### src/rtl/rxnum_pkg.sv
// Shared ASCII constants and parser state encodings (rxnum, txnum).
// Latency: n/a (declarations only).
// Backpressure: n/a.
package rxnum_pkg;

    localparam logic [7:0] CH_NL    = 8'h0A;
    localparam logic [7:0] CH_CR    = 8'h0D;
    localparam logic [7:0] CH_SPACE = 8'h20;
    localparam logic [7:0] CH_PLUS  = 8'h2B;
    localparam logic [7:0] CH_MINUS = 8'h2D;
    localparam logic [7:0] CH_0     = 8'h30;
    localparam logic [7:0] CH_A     = 8'h41;
    localparam logic [7:0] CH_a     = 8'h61;

    // One-hot so o_busy and per-state decode are single-bit tests.
    typedef enum logic [2:0] {
        ST_IDLE    = 3'b001,
        ST_NUM     = 3'b010,
        ST_DISCARD = 3'b100
    } rx_state_t;

    // Only binary, decimal and hex are supported digit bases.
    function automatic logic radix_legal(input logic [4:0] radix);
        return (radix == 5'd2) || (radix == 5'd10) || (radix == 5'd16);
    endfunction

endpackage

### src/rtl/rxnum_if.sv
// Byte-in / number-out bundle between the uart rx byte stage and rxnum.
// Latency: n/a (wires only).
// Backpressure: none; the byte strobe is fire-and-forget.
interface rxnum_if #(
    parameter int SIZE = 8
);
    logic [7:0]      i_byte;
    logic            i_byte_valid;
    logic [SIZE-1:0] o_data;
    logic            o_valid;
    logic            o_err;
    logic            o_busy;

    modport master (
        output i_byte, i_byte_valid,
        input  o_data, o_valid, o_err, o_busy
    );

    modport slave (
        input  i_byte, i_byte_valid,
        output o_data, o_valid, o_err, o_busy
    );
endinterface

### src/rtl/ascii_digit.sv
// Decodes one ASCII char to a digit value and flags it valid for the radix.
// Latency: combinational.
// Backpressure: none.
module ascii_digit (
    input  logic [7:0] i_char,
    input  logic [4:0] i_radix,
    output logic [3:0] o_digit,
    output logic       o_is_digit
);
    import rxnum_pkg::*;

    logic in_set;

    // '0'-'9' map straight from the low nibble; 'A'-'F'/'a'-'f' low nibble is 1..6.
    always_comb begin
        in_set  = 1'b0;
        o_digit = 4'd0;
        if (i_char >= CH_0 && i_char <= CH_0 + 8'd9) begin
            in_set  = 1'b1;
            o_digit = i_char[3:0];
        end else if ((i_char >= CH_A && i_char <= CH_A + 8'd5) ||
                     (i_char >= CH_a && i_char <= CH_a + 8'd5)) begin
            in_set  = 1'b1;
            o_digit = i_char[3:0] + 4'd9;
        end
        o_is_digit = in_set && radix_legal(i_radix) && ({1'b0, o_digit} < i_radix);
    end

endmodule

### src/rtl/rxnum.sv
// Rebuilds a signed SIZE-bit integer from an ASCII "[sign]digits\n" stream.
// Latency: o_valid one cycle after the '\n' strobe.
// Backpressure: none; accepts a byte every cycle, including the o_valid cycle.
module rxnum #(
    parameter int RADIX     = 10,
    parameter int SIZE      = 8,
    parameter int LSD_FIRST = 0
) (
    input  logic   i_clk,
    input  logic   i_rst_n,
    rxnum_if.slave bus
);
    import rxnum_pkg::*;

    localparam int              MW      = SIZE + 1;
    localparam int              AW      = SIZE + 6;  // holds mag*16+15 without wrap
    localparam logic [AW-1:0]   LIM_POS = AW'((64'd1 << (SIZE - 1)) - 64'd1);
    localparam logic [AW-1:0]   LIM_NEG = AW'(64'd1 << (SIZE - 1));
    localparam logic [AW-1:0]   RAD_W   = AW'(RADIX);
    localparam logic [4:0]      RAD_5   = (RADIX == 2 || RADIX == 10 || RADIX == 16) ?
                                          5'(RADIX) : 5'd0;

    rx_state_t       state_q, state_d;
    logic [SIZE:0]   mag_q, mag_d, wt_q, wt_d;
    logic            neg_q, neg_d, ovf_q, ovf_d, any_q, any_d;
    logic            emit, emit_err;
    logic            o_valid_q, o_err_q;
    logic [SIZE-1:0] o_data_q;

    logic [3:0]      digit;
    logic            is_digit;
    logic [AW-1:0]   cur_mag, cur_wt, limit, acc, wt_mul, wt_nxt;
    logic            cur_neg, cur_ovf, cur_any, acc_over;

    ascii_digit u_digit (
        .i_char     (bus.i_byte),
        .i_radix    (RAD_5),
        .o_digit    (digit),
        .o_is_digit (is_digit)
    );

    // Frame-relative accumulation: a byte seen in IDLE starts from a clean slate.
    always_comb begin
        cur_mag  = (state_q == ST_IDLE) ? '0      : AW'(mag_q);
        cur_wt   = (state_q == ST_IDLE) ? AW'(1)  : AW'(wt_q);
        cur_neg  = (state_q == ST_IDLE) ? 1'b0    : neg_q;
        cur_ovf  = (state_q == ST_IDLE) ? 1'b0    : ovf_q;
        cur_any  = (state_q == ST_IDLE) ? 1'b0    : any_q;
        limit    = cur_neg ? LIM_NEG : LIM_POS;
        acc      = (LSD_FIRST != 0) ? cur_mag + AW'(digit) * cur_wt
                                    : cur_mag * RAD_W + AW'(digit);
        acc_over = acc > limit;
        wt_mul   = cur_wt * RAD_W;
        wt_nxt   = (wt_mul > limit + AW'(1)) ? limit + AW'(1) : wt_mul;
    end

    // Next state, accumulator updates and emit decision per received byte.
    always_comb begin
        state_d  = state_q;
        mag_d    = MW'(cur_mag);
        wt_d     = MW'(cur_wt);
        neg_d    = cur_neg;
        ovf_d    = cur_ovf;
        any_d    = cur_any;
        emit     = 1'b0;
        emit_err = 1'b0;
        if (bus.i_byte_valid) begin
            unique case (state_q)
                ST_IDLE: begin
                    if (bus.i_byte == CH_MINUS) begin
                        neg_d   = 1'b1;
                        state_d = ST_NUM;
                    end else if (bus.i_byte == CH_PLUS || bus.i_byte == CH_SPACE) begin
                        state_d = ST_NUM;
                    end else if (is_digit) begin
                        mag_d   = acc_over ? MW'(cur_mag) : MW'(acc);
                        ovf_d   = acc_over;
                        wt_d    = MW'(wt_nxt);
                        any_d   = 1'b1;
                        state_d = ST_NUM;
                    end else if (bus.i_byte == CH_NL) begin
                        emit     = 1'b1;
                        emit_err = 1'b1;
                    end else if (bus.i_byte != CH_CR) begin
                        state_d = ST_DISCARD;
                    end
                end
                ST_NUM: begin
                    if (is_digit) begin
                        // Overflow is sticky and freezes mag so it can never wrap.
                        mag_d = acc_over ? MW'(cur_mag) : MW'(acc);
                        ovf_d = cur_ovf | acc_over;
                        wt_d  = MW'(wt_nxt);
                        any_d = 1'b1;
                    end else if (bus.i_byte == CH_NL) begin
                        emit     = 1'b1;
                        emit_err = ovf_q | ~any_q;
                        state_d  = ST_IDLE;
                    end else if (bus.i_byte != CH_CR) begin
                        state_d = ST_DISCARD;
                    end
                end
                ST_DISCARD: begin
                    if (bus.i_byte == CH_NL) begin
                        emit     = 1'b1;
                        emit_err = 1'b1;
                        state_d  = ST_IDLE;
                    end
                end
                default: state_d = ST_IDLE;
            endcase
        end
    end

    // State register.
    always_ff @(posedge i_clk or negedge i_rst_n) begin
        if (!i_rst_n) state_q <= ST_IDLE;
        else          state_q <= state_d;
    end

    // Accumulator registers for the frame in progress.
    always_ff @(posedge i_clk or negedge i_rst_n) begin
        if (!i_rst_n) begin
            mag_q <= '0;
            wt_q  <= MW'(1);
            neg_q <= 1'b0;
            ovf_q <= 1'b0;
            any_q <= 1'b0;
        end else begin
            mag_q <= mag_d;
            wt_q  <= wt_d;
            neg_q <= neg_d;
            ovf_q <= ovf_d;
            any_q <= any_d;
        end
    end

    // Result registers: one-cycle pulse, data held until the next frame ends.
    always_ff @(posedge i_clk or negedge i_rst_n) begin
        if (!i_rst_n) begin
            o_valid_q <= 1'b0;
            o_err_q   <= 1'b0;
            o_data_q  <= '0;
        end else begin
            o_valid_q <= emit;
            o_err_q   <= emit & emit_err;
            if (emit) o_data_q <= emit_err ? '0 : SIZE'(neg_q ? -mag_q : mag_q);
        end
    end

    assign bus.o_valid = o_valid_q;
    assign bus.o_err   = o_err_q;
    assign bus.o_data  = o_data_q;
    assign bus.o_busy  = (state_q != ST_IDLE);

endmodule
### src/flat_wrapper.sv
// flat-port wrapper written by rule: the top's interface ports become plain ports
module rxnum_flat import rxnum_pkg::*;
#(
    parameter int RADIX     = 10,
    parameter int SIZE      = 8,
    parameter int LSD_FIRST = 0
)
  (i_clk, i_rst_n, bus_i_byte, bus_i_byte_valid, bus_o_data, bus_o_valid, bus_o_err, bus_o_busy);
  rxnum_if #(.SIZE(SIZE)) bus_i ();
  input  logic i_clk;
  input  logic i_rst_n;
  input wire logic [$bits(bus_i.i_byte)-1:0] bus_i_byte;
  input wire logic [$bits(bus_i.i_byte_valid)-1:0] bus_i_byte_valid;
  output wire logic [$bits(bus_i.o_data)-1:0] bus_o_data;
  output wire logic [$bits(bus_i.o_valid)-1:0] bus_o_valid;
  output wire logic [$bits(bus_i.o_err)-1:0] bus_o_err;
  output wire logic [$bits(bus_i.o_busy)-1:0] bus_o_busy;
  assign bus_i.i_byte = bus_i_byte;
  assign bus_i.i_byte_valid = bus_i_byte_valid;
  assign bus_o_data = bus_i.o_data;
  assign bus_o_valid = bus_i.o_valid;
  assign bus_o_err = bus_i.o_err;
  assign bus_o_busy = bus_i.o_busy;
  rxnum #(.RADIX(RADIX), .SIZE(SIZE), .LSD_FIRST(LSD_FIRST)) u_core (.i_clk(i_clk), .i_rst_n(i_rst_n), .bus(bus_i));
endmodule
### config.mk
export PLATFORM = sky130hd
export DESIGN_NAME = rxnum_flat
export DESIGN_NICKNAME = d
export VERILOG_FILES = /design/src/rtl/rxnum_pkg.sv /design/src/rtl/rxnum_if.sv /design/src/rtl/ascii_digit.sv /design/src/rtl/rxnum.sv /design/src/flat_wrapper.sv
export SDC_FILE = /design/constraint.sdc
export NUM_CORES = 1
export LEC_CHECK = 0
export CAP_MARGIN = 30
export CORE_ASPECT_RATIO = 0.6
export CORE_MARGIN = 1
export CORE_UTILIZATION = 55
export DETAILED_ROUTE_END_ITERATION = 16
export PLACE_DENSITY = 0.89
export SYNTH_ARGS = -nofsm -noshare
export SYNTH_HDL_FRONTEND = slang
export SYNTH_HIERARCHICAL = 1
export SYNTH_SLANG_ARGS = --single-unit
export TNS_END_PERCENT = 10
### constraint.sdc
create_clock -name i_clk -period 13.8 [get_ports i_clk]
set_input_delay 2.76 -clock i_clk [delete_from_list [all_inputs] [get_ports i_clk]]
set_output_delay 2.76 -clock i_clk [all_outputs]
set_load 0.1 [all_outputs]
==> Word-level counts from Yosys, hierarchy flattened <==
Index checks and enable logic that the tools add are counted.
{ "classes": {"n_shift": 0, "magnitude_cmp": 8, "mux": 50, "n_reduce_logical": 7, "div": 0, "multipliers": 1, "addsub": 3, "bitwise_logic": 4, "n_eq_ne": 12} }
{ "op_table": {"columns": ["cell", "count"], "rows": [
  ["$mux 9", 6],
  ["$mux 1", 25],
  ["$eq 8x6->1 const B", 3],
  ["$mux 3", 8],
  ["$mux 8", 3],
  ["$pmux 9 s2", 1],
  ["$ge 8x7->1 const B", 2],
  ["$le 8x7->1 const B", 2],
  ["$add 14x4->14", 1],
  ["$gt 14x14->1", 1],
  ["$mul 14x3->13 const B", 1],
  ["$pmux 3 s3", 1],
  ["$eq 8x4->1 const B", 1],
  ["$ge 8x6->1 const B", 1],
  ["$le 8x6->1 const B", 1],
  ["$mux 4", 2],
  ["$ne 8x4->1 const B", 1],
  ["$neg 8->8", 1],
  ["$pmux 1 s3", 2],
  ["$ne 5x4->1 const B", 1],
  ["$add 4x4->4 const B", 1],
  ["$logic_and 1x1->1", 4],
  ["$lt 4x4->1 const B", 1],
  ["$pmux 1 s2", 2],
  ["11 further kinds", 13]
]} }
{ "totals": {"ff_bits": 25, "inputBits": 11, "mem_bits_rw": 0, "latch_bits": 0, "romBits": 0, "elab_cells": 93, "n_memories": 0, "out_inout_bits": 11} }

==> Longest topological paths before layout <==
Gate-level depths: netlist of the first run.
{ "logic_depth": {"depth_word": 13, "mapped_depth": 21, "depth_no_buf": 20} }

==> By module <==
The synthesis of the first run kept the hierarchy.
{ "modules_own_cells": {"columns": ["mod", "area_per_inst_um2", "n_inst", "cells_each", "seq_area_each_um2"], "rows": [
  ["rxnum", 2125.8, 1, 242, 626.9],
  ["ascii_digit", 316.6, 1, 38, 0.0]
]} }

==> Worst setup path after synthesis of the first run <==
OpenSTA, ideal clock, no wires.
{ "synth_timing": {"kind": "in2reg", "start": "input bus_i_byte[1]", "end": "register u_core.mag_q[2]", "required_ns": 13.678, "path_stages": 17, "setup_ns": 0.122, "arrival_ns": 6.616, "slack_ns": 7.062, "n_path_buf": 0, "path_cell_list": "inv_1 > ha_1 > o21bai_4 > a2111o_1 > a21oi_1 > a21oi_1 > ha_1 > nand2_1 > o31ai_1 > nand2b_1 > xnor2_1 > ha_1 > or3_1 > o41ai_1 > o2111ai_2 > or4_4 > a32o_1"} }
{ "synth_via": {"elab_chain_cells": 13, "word_cells_on_any_way": 29, "classes_between": "2 x add/sub; 8 x order compare; 3 x eq/ne; 10 x mux; 6 x reduce/logical"} }
{ "synth_lines": {"columns": ["item", "line_no", "rtl"], "rows": [
  ["start, declared", "flat_wrapper.sv:12", "input wire logic [$bits(bus_i.i_byte)-1:0] bus_i_byte;"],
  ["$ge 8x7->1 (tied with other cells)", "ascii_digit.sv:21", "end else if ((i_char >= CH_A && i_char <= CH_A + 8'd5) ||"],
  ["$logic_and 1x1->1 (on tied branches)", "ascii_digit.sv:21, ascii_digit.sv:22", null],
  ["$logic_or 1x1->1", "ascii_digit.sv:21", null],
  ["$mux 4", "ascii_digit.sv:21", null],
  ["$mux 4 (*)", "ascii_digit.sv:18", "if (i_char >= CH_0 && i_char <= CH_0 + 8'd9) begin"],
  ["named net u_core.digit[3]", "rxnum.sv:30", "logic [3:0] digit;"],
  ["$add 14x4->14", "rxnum.sv:51", ": cur_mag * RAD_W + AW'(digit);"],
  ["$gt 14x14->1", "rxnum.sv:52", "acc_over = acc > limit;"],
  ["$mux 9", "rxnum.sv:76, rxnum.sv:91", null],
  ["$mux 9 (*)", "rxnum.sv:75, rxnum.sv:89", null],
  ["$mux 9", "rxnum.sv:73", "end else if (bus.i_byte == CH_PLUS || bus.i_byte == CH_SPACE) begin"],
  ["$mux 9", "rxnum.sv:70", "if (bus.i_byte == CH_MINUS) begin"],
  ["$pmux 9 s2 (*)", "rxnum.sv:68", "unique case (state_q)"],
  ["$mux 9 (*)", "rxnum.sv:67", "if (bus.i_byte_valid) begin"],
  ["named net u_core.mag_d[2]", "rxnum.sv:24", "logic [SIZE:0] mag_q, mag_d, wt_q, wt_d;"],
  ["end signal, assigned", "rxnum.sv:130", "mag_q <= mag_d;"],
  ["end, declared", "rxnum.sv:24", null]
]} }
Mark *: on every way through the listed nets, which the timed path passes. The rest lies on a longest branch.
A chain may end at the register's enable or synchronous reset.

==> Worst setup path in the final report of the first run <==
{ "layout_timing": {"start": "input bus_i_byte[0]", "end": "register u_core.mag_q[0]"} }
Same word-level chain as after synthesis.

==> results by group, run 1 <==
Synth
  • Synth area leaders: dfrtp_1, ha_1, xnor2_1
  • Post-Syn Area per Cell: 8.723 um^2
  • Mux contribution to synthesized area: 0.8197%
  • Synthesized instance count: 280
  • Synth Area in Compound Gates: 24.64%
  • Number of synthesized flops with an enable pin: 0
  • Largest family of logic cells by synthesized area: compound AO/OA/AOI/OAI gates
  • Xor/xnor share of the synthesized area: 7.531%
  • Simple-Gate Fraction of Synth Area: 22.39%
  • Unique masters post-synth: 64
  • Synth top area share: 24.59%
  • Main synth FF type: dfrtp_1
  • Yosys warnings: 6
  • Adder-cell share of the synthesized area: 14.14%
  • Async set-reset flop share out of synthesis: 100.0%
  • Cell accounting for the most synthesized area: dfrtp_1
  • Mapped Area: 0.002442 mm^2
  • Yosys reg bits: 25
  • Seq/Total Area, Yosys: 25.67%

CTS
  • CTS root buf: clkbuf_8
  • Total CTS buffers: 3
  • Setup bufs post-CTS: 0
  • Worst-Skew Late Latency: 270 ps
  • Hold-fix buffers, CTS: 0
  • Post-CTS Resized: 0
  • TritonCTS clock tree: done
  • Clk sinks: 25
  • CTS H-tree lvls: 1
  • Clock Tree Buf Depth: 2
  • CTS clock-pin slew for the worst setup and hold paths: 90 ps

Floorplanning
  • Starting Density: 58.30%
  • I/O pin total: 22
  • Die Wd: 88.03 um
  • Core area: 0.004189 mm^2
  • Row cnt: 18
  • Die ar.: 0.004720 mm^2
  • Die H: 53.62 um

STA
  • Minimum clock period: 7542 ps
  • Final setup viols: 0
  • Slew Limit Fails: 0
  • Min Hold Slack: 491.9 ps
  • Worst-Margin Slew: 971.9 ps
  • Ratio of final minimum period to clock period: 54.65%
  • Setup tns final: 0 ps
  • Maximum clock rate: 0.1326 GHz
  • Final worst clock skew: 6.285 ps
  • Final hold viol count: 0
  • RSZ-0062 raised after global routing: false
  • Max_slew headroom: 35.01%

Critical path
  • Critical Path RT: 13,930 ps
  • Crit. End Element: flop
  • Arr. time, crit path: 7680 ps
  • Crit-path slowest cell: clkdlybuf4s50_1
  • Critical Path Max Stage Delay: 680 ps
  • Cells along the critical path: clkdlybuf4s50_1, ha_1, o21bai_4, a2111o_1, a21oi_1, a21oi_1, ha_1, nand2_1, o31ai_1, nand2_1, xnor2_1, ha_1, nand4_1, o22ai_1, o41ai_1, o2111ai_2, a2111oi_2, o2bb2ai_1
  • Most frequent cell on the critical path: ha_1
  • Crit path launch type: input port
  • Critical path class: in2reg
  • Worst-path maximum fanout: 10

GRT
  • Gr busiest metal: met2
  • Total track usage: 27.16%
  • M2 GR Usage: 41.60%
  • Met3 usage: 2.301%
  • Met1 Usage GRT: 41.23%
  • Global-route wire length before repair: 9591 um
  • Initial antenna violation count: 0
  • Vias in the first global route: 1,960
  • Gr ovfl total: 0
  • Largest net degree at the start of global routing: 21

Min path
  • Hold WC Path Type: reg2reg

Drt
  • Vias per Instance: 5.978
  • Final ANT Viol Nets: 0
  • Drt pass-1 iters: 5
  • DRT iter0 DRCs: 167
  • Vias post-DR: 2,188
  • Drt wl/cell: 15.78 um
  • Final WL: 5776 um
  • Residual DRC count: 0

Run status
  • Outcome: complete, no violations

Finish
  • Layout cells sized above 1: 5.882%
  • Nets: 345
  • Commonest cells after routing, fill and taps aside: nand2_1, ha_1, dfrtp_1
  • Ant diodes: 0
  • Most common cell after layout, fill and taps aside: nand2_1
  • Fillcell total: 346
  • Syn-to-layout area delta: 14.24%

Placed design
  • Final GP Congestion: 0.9059
  • Number of port buffers: 21
  • Final HPWL DP: 4604 um

Pwr
  • Peak supply drop: 0.00005065 V
  • Pwr per Cell Area: 70.79 mW/mm^2
  • Overall power: 0.0001975 W
  • Leakage: 1.253 nW

Run
  • Max-Cap Viols: 0
[cell usage after synthesis (6+ instances only)]
library cell,instances
nand2_1,28
ha_1,26
dfrtp_1,24
inv_1,20
nor2_1,13
o21ai_1,13
xnor2_1,13
a21oi_1,9
clkbuf_1,8
nor2b_1,8
xor2_1,8
o21ai_0,7
and3_1,6
o2bb2ai_1,6
[path summary, 6_finish.rpt]
check | slack, ps | cells after the start | from | end
worst min-delay path | 490 | 2 | u_core/bus.o_data[3] | u_core/bus.o_data[3]
worst min register to register | 490 | 2 | u_core/bus.o_data[3] | u_core/bus.o_data[3]
worst max-delay path | 6260 | 18 | bus_i_byte[0] | u_core/mag_q[0]
worst max register to register | 8040 | 17 | u_core/state_q[0] | u_core/mag_q[0]
min in group asynchronous | 2810 | 1 | i_rst_n | u_core/bus.o_data[1]
max in group asynchronous | 10520 | 2 | i_rst_n | u_core/mag_q[0]
[report_power, final]
part | switching, W | total (W) | internal [W]
Sequential | 0.00000707 | 0.0000847 | 0.0000776
Clock | 0.0000243 | 0.0000448 | 0.0000205
Combinational | 0.0000477 | 0.0000680 | 0.0000204
[critical path: cells and delay by family]
family	cells	cell delay [ps]
and+or+nand+nor	3	330
adders and majority gates	3	1000
xor gates and xnor gates	1	270
buffers and inverters	1	680
AOI/OAI and AO/OA	10	2620
[metal layers]
metal | vias to the layer above | part of all wire, % | routed length (um)
met1 | 1025 | 51 | 2970
li1 | 1075 | - | -
met2 | 84 | 42 | 2410
met4 | 0 | 0.69 | 40
met3 | 4 | 6.1 | 355
met5 | - | 0 | 0
[cell type report]
type	count	area (um^2)	share of cell area, %
multi-input combinational	235	1739	62.33
sequential	25	626.9	22.47
timing repair buffer	22	225.2	8.072
inverter	20	75.07	2.691
tap	60	75.07	2.691
clock buffer	3	41.29	1.480
clock inverter	1	7.507	0.2691
[cells by family after synthesis]
| family | count (synthesis) |
|---|---|
| XOR/XNOR | 21 |
| AND/OR/NAND/NOR | 95 |
| flip-flops | 25 |
| other | 2 |
| buffers and inverters | 29 |
| adder cells (fa/ha/maj) | 27 |
| AO/OA/AOI/OAI | 79 |
| multiplexers | 2 |
[state kept, by name (all words and copies together) (netlist names), named ones only]
register            count
u_core/any_q            1
u_core/bus.o_data       8
u_core/bus.o_err        1
u_core/bus.o_valid      1
u_core/mag_q            9
u_core/ovf_q            1
u_core/state_q          3
[through the flow]
step                utilization (%)  cells  worst slack (ps)  cell area (um^2)
CTS                           66.61    366              6332              2790
global route                  66.61    366              5790              2790
finish                        66.61    366              6258              2790
global placement              65.08    361              6203              2726
floorplan                         -    289              7062              2476
detailed placement            65.44    362              6047              2741
Note: power is estimated with default switching activity, not from simulation.
==> run 2, diff against run 1 <==
==> constraint.sdc (replaced) <==
create_clock -name i_clk -period 7 [get_ports i_clk]
set_input_delay 1.4 -clock i_clk [delete_from_list [all_inputs] [get_ports i_clk]]
set_output_delay 1.4 -clock i_clk [all_outputs]
set_load 0.1 [all_outputs]
==> run 2 against run 1 <==
Combinational power is 110% higher. Flip-flop and latch count stayed put. Sequential power up 97%. Cell area increased by 0.45%. Sequential share of layout area is 0.10 points lower. Worst hold slack improved by 7.1 ps. Critical path depth is the same. Largest cell class unchanged. Total power grew 100%. Final cell count is 0.55% higher. Clock skew is 0.78 ps lower. Via count is 1.8% higher. Setup slack lost 5600 ps.
==> results by group, run 2 (synthesis gave the netlist of run 1 again) <==
STA
  • Min Hold Slack: 499.1 ps (was 491.9 ps)
  • Final setup viols: 0 (unchanged)
  • Final worst clock skew: 5.508 ps (was 6.285 ps)
  • Slew Limit Fails: 0 (unchanged)
  • Setup tns final: 0 ps (unchanged)
  • Setup ws final: 656.0 ps (was 6258 ps)
  • RSZ-0062 raised after global routing: false (unchanged)
  • Final hold viol count: 0 (unchanged)
  • Minimum clock period: 6344 ps
  • Maximum clock rate: 0.1576 GHz
  • Max_slew headroom: 35.64% (was 35.01%)
  • Ratio of final minimum period to clock period: 90.63%
  • Worst-Margin Slew: 962.3 ps (was 971.9 ps)

Critical path
  • Worst-path maximum fanout: 10 (unchanged)
  • Critical Path Max Stage Delay: 670 ps (was 680 ps)
  • Crit. End Element: flop (unchanged)
  • Critical path class: in2reg (unchanged)
  • Crit path from: bus_i_byte[1] (was bus_i_byte[0])
  • Crit-path slowest cell: a2111oi_2 (was clkdlybuf4s50_1)
  • Cells along the critical path: clkdlybuf4s50_1, inv_1, ha_1, inv_1, o311ai_2, o21ai_1, a22o_1, xnor2_1, ha_1, a31oi_1, xnor2_1, ha_1, a211oi_1, o22ai_1, o41ai_1, o2111ai_2, a2111oi_2, o2bb2ai_1 (was clkdlybuf4s50_1, ha_1, o21bai_4, a2111o_1, a21oi_1, a21oi_1, ha_1, nand2_1, o31ai_1, nand2_1, xnor2_1, ha_1, nand4_1, o22ai_1, o41ai_1, o2111ai_2, a2111oi_2, o2bb2ai_1)
  • Arr. time, crit path: 6480 ps (was 7680 ps)
  • Critical Path RT: 7130 ps (was 13,930 ps)
  • Most frequent cell on the critical path: ha_1 (unchanged)
  • Worst r2r src: u_core/state_q[0] (unchanged)
  • Crit path launch type: input port (unchanged)
  • R2R cell count: 18 (was 17)
  • Reg-to-Reg End: u_core/mag_q[5] (was u_core/mag_q[0])
  • R2r setup slk: 1950 ps (was 8040 ps)

Drt
  • Drt wl/cell: 16.21 um (was 15.78 um)
  • DRT iter0 DRCs: 149 (was 167)
  • Vias per Instance: 6.054 (was 5.978)
  • Drt pass-1 iters: 4 (was 5)
  • Vias post-DR: 2,228 (was 2,188)
  • Final WL: 5964 um (was 5776 um)
  • Residual DRC count: 0 (unchanged)
  • Final ANT Viol Nets: 0 (unchanged)

Min path
  • HP Start: u_core/mag_q[8] (was u_core/bus.o_data[3])
  • Hold Path End: u_core/mag_q[8] (was u_core/bus.o_data[3])
  • Worst Hold Depth: 1 (was 2)
  • Hold WC Path Type: reg2reg (unchanged)

Pwr
  • Logic gate share of total power: 36.2% (was 34.4%)
  • Peak supply drop: 0.0001076 V (was 0.00005065 V)
  • Psw: 0.0001563 W (was 0.00007907 W)
  • Sequential power share: 42.2% (was 42.9%)
  • Sw frac: 39.46% (was 40.03%)
  • Int Power: 0.0002398 W (was 0.0001185 W)
  • Leakage: 1.266 nW (was 1.253 nW)
  • Clock power frac: 21.5% (was 22.7%)
  • Pwr per Cell Area: 141.4 mW/mm^2 (was 70.79 mW/mm^2)

Finish
  • Core Util, Final: 66.91% (was 66.61%)
  • Ant diodes: 0 (unchanged)
  • Layout cells sized above 1: 6.494% (was 5.882%)
  • Fillcell total: 375 (was 346)
  • Largest reg by FF count: u_core/mag_q (unchanged)
  • Max reg flops: 9 (unchanged)
  • Most common cell after layout, fill and taps aside: nand2_1 (unchanged)
  • Final non-filler cell total: 368 (was 366)
  • Commonest cells after routing, fill and taps aside: nand2_1, ha_1, dfrtp_1 (unchanged)
  • Syn-to-layout area delta: 14.75% (was 14.24%)
  • Nets: 347 (was 345)

Placed design
  • Final GP Congestion: 0.9330 (was 0.9059)
  • Placed cell count: 364 (was 362)
  • Final HPWL DP: 4745 um (was 4604 um)
  • Number of port buffers: 21 (unchanged)
  • Worst slack, placed: 546.6 ps (was 6047 ps)

Floorplanning
  • Die Wd: 88.03 um (unchanged)
  • Core area: 0.004189 mm^2 (unchanged)
  • Row cnt: 18 (unchanged)
  • Starting Density: 58.30% (unchanged)
  • Die ar.: 0.004720 mm^2 (unchanged)
  • Die H: 53.62 um (unchanged)
  • I/O pin total: 22 (unchanged)

CTS
  • Hold-fix buffers, CTS: 0 (unchanged)
  • CTS clock-pin slew for the worst setup and hold paths: 90 ps (about the same)
  • Clock Tree Buf Depth: 2 (unchanged)
  • CTS root buf: clkbuf_8 (unchanged)
  • CTS H-tree lvls: 1 (unchanged)
  • TritonCTS clock tree: done (unchanged)
  • Worst-Skew Late Latency: 270 ps (about the same)
  • Setup bufs post-CTS: 0 (unchanged)
  • Post-CTS Resized: 0 (unchanged)
  • Clk sinks: 25 (unchanged)
  • Total CTS buffers: 3 (unchanged)

GRT
  • Total track usage: 27.48% (was 27.16%)
  • Largest net degree at the start of global routing: 22 (was 21)
  • Gr ovfl total: 0 (unchanged)
  • Global-route wire length before repair: 9770 um (was 9591 um)
  • Initial antenna violation count: 0 (unchanged)
  • Vias in the first global route: 2,028 (was 1,960)

Run status
  • Outcome: complete, no violations (unchanged)

Run
  • Max-Cap Viols: 0 (unchanged)
[run 2: cell types whose count changed in the layout (fill, tap and decap cells not counted)]
cell / previous run / this run
buf_4: 0 / 2
clkinv_2: 0 / 1
clkinvlp_4: 1 / 0
[run 2: per-stage QoR]
step | total power [W] | area [um^2]
floorplan | 0.0002645 | 2476
CTS | 0.0003942 | 2803
global route | 0.0004203 | 2803
global placement | 0.0003059 | 2741
finish | 0.0003962 | 2803
detailed placement | 0.0003095 | 2756
[run 2: layer usage]
layer / up-vias / track usage, % / share of wire [%]
met5: - / 0 / 0
met4: 0 / 5.645 / 0.39
met3: 4 / 2.761 / 7.2
met2: 104 / 43.93 / 43
met1: 1040 / 40.64 / 50
li1: 1080 / - / -
[run 2: final cells by class]
type,instances,area (um^2),area share (%)
multi-input combinational,235,1739,62.05
sequential,25,626.9,22.37
timing repair buffer,24,240.2,8.571
inverter,20,75.07,2.679
tap,60,75.07,2.679
clock buffer,3,41.29,1.473
clock inverter,1,5.005,0.1786
[run 2: worst max path at each step]
stage	end	slack, ps	depth (start not counted)
after global placement	u_core/mag_q[2]	760	18
after CTS	u_core/mag_q[5]	830	19
after global routing	u_core/mag_q[5]	420	18
after detailed placement	u_core/mag_q[5]	550	19
final	u_core/mag_q[5]	660	18
after floorplan	u_core/mag_q[2]	1620	17
[run 2: power groups by stage]
stage	Sequential (W)	Combinational [W]	Clock (W)
2_1_floorplan	0.000161	0.000104	0
3_3_place_gp	0.000169	0.000137	0
3_5_place_dp	0.000169	0.000140	0
4_1_cts	0.000166	0.000141	0.0000869
5_1_grt	0.000168	0.000156	0.0000955
6_report	0.000167	0.000144	0.0000853
[run 2: critical path: cells and delay by family]
family | cells | cell delay [ps]
AO/OA/AOI/OAI | 10 | 2930
buffers and inverters | 3 | 810
adder cells (fa/ha/maj) | 3 | 740
XOR/XNOR | 2 | 590
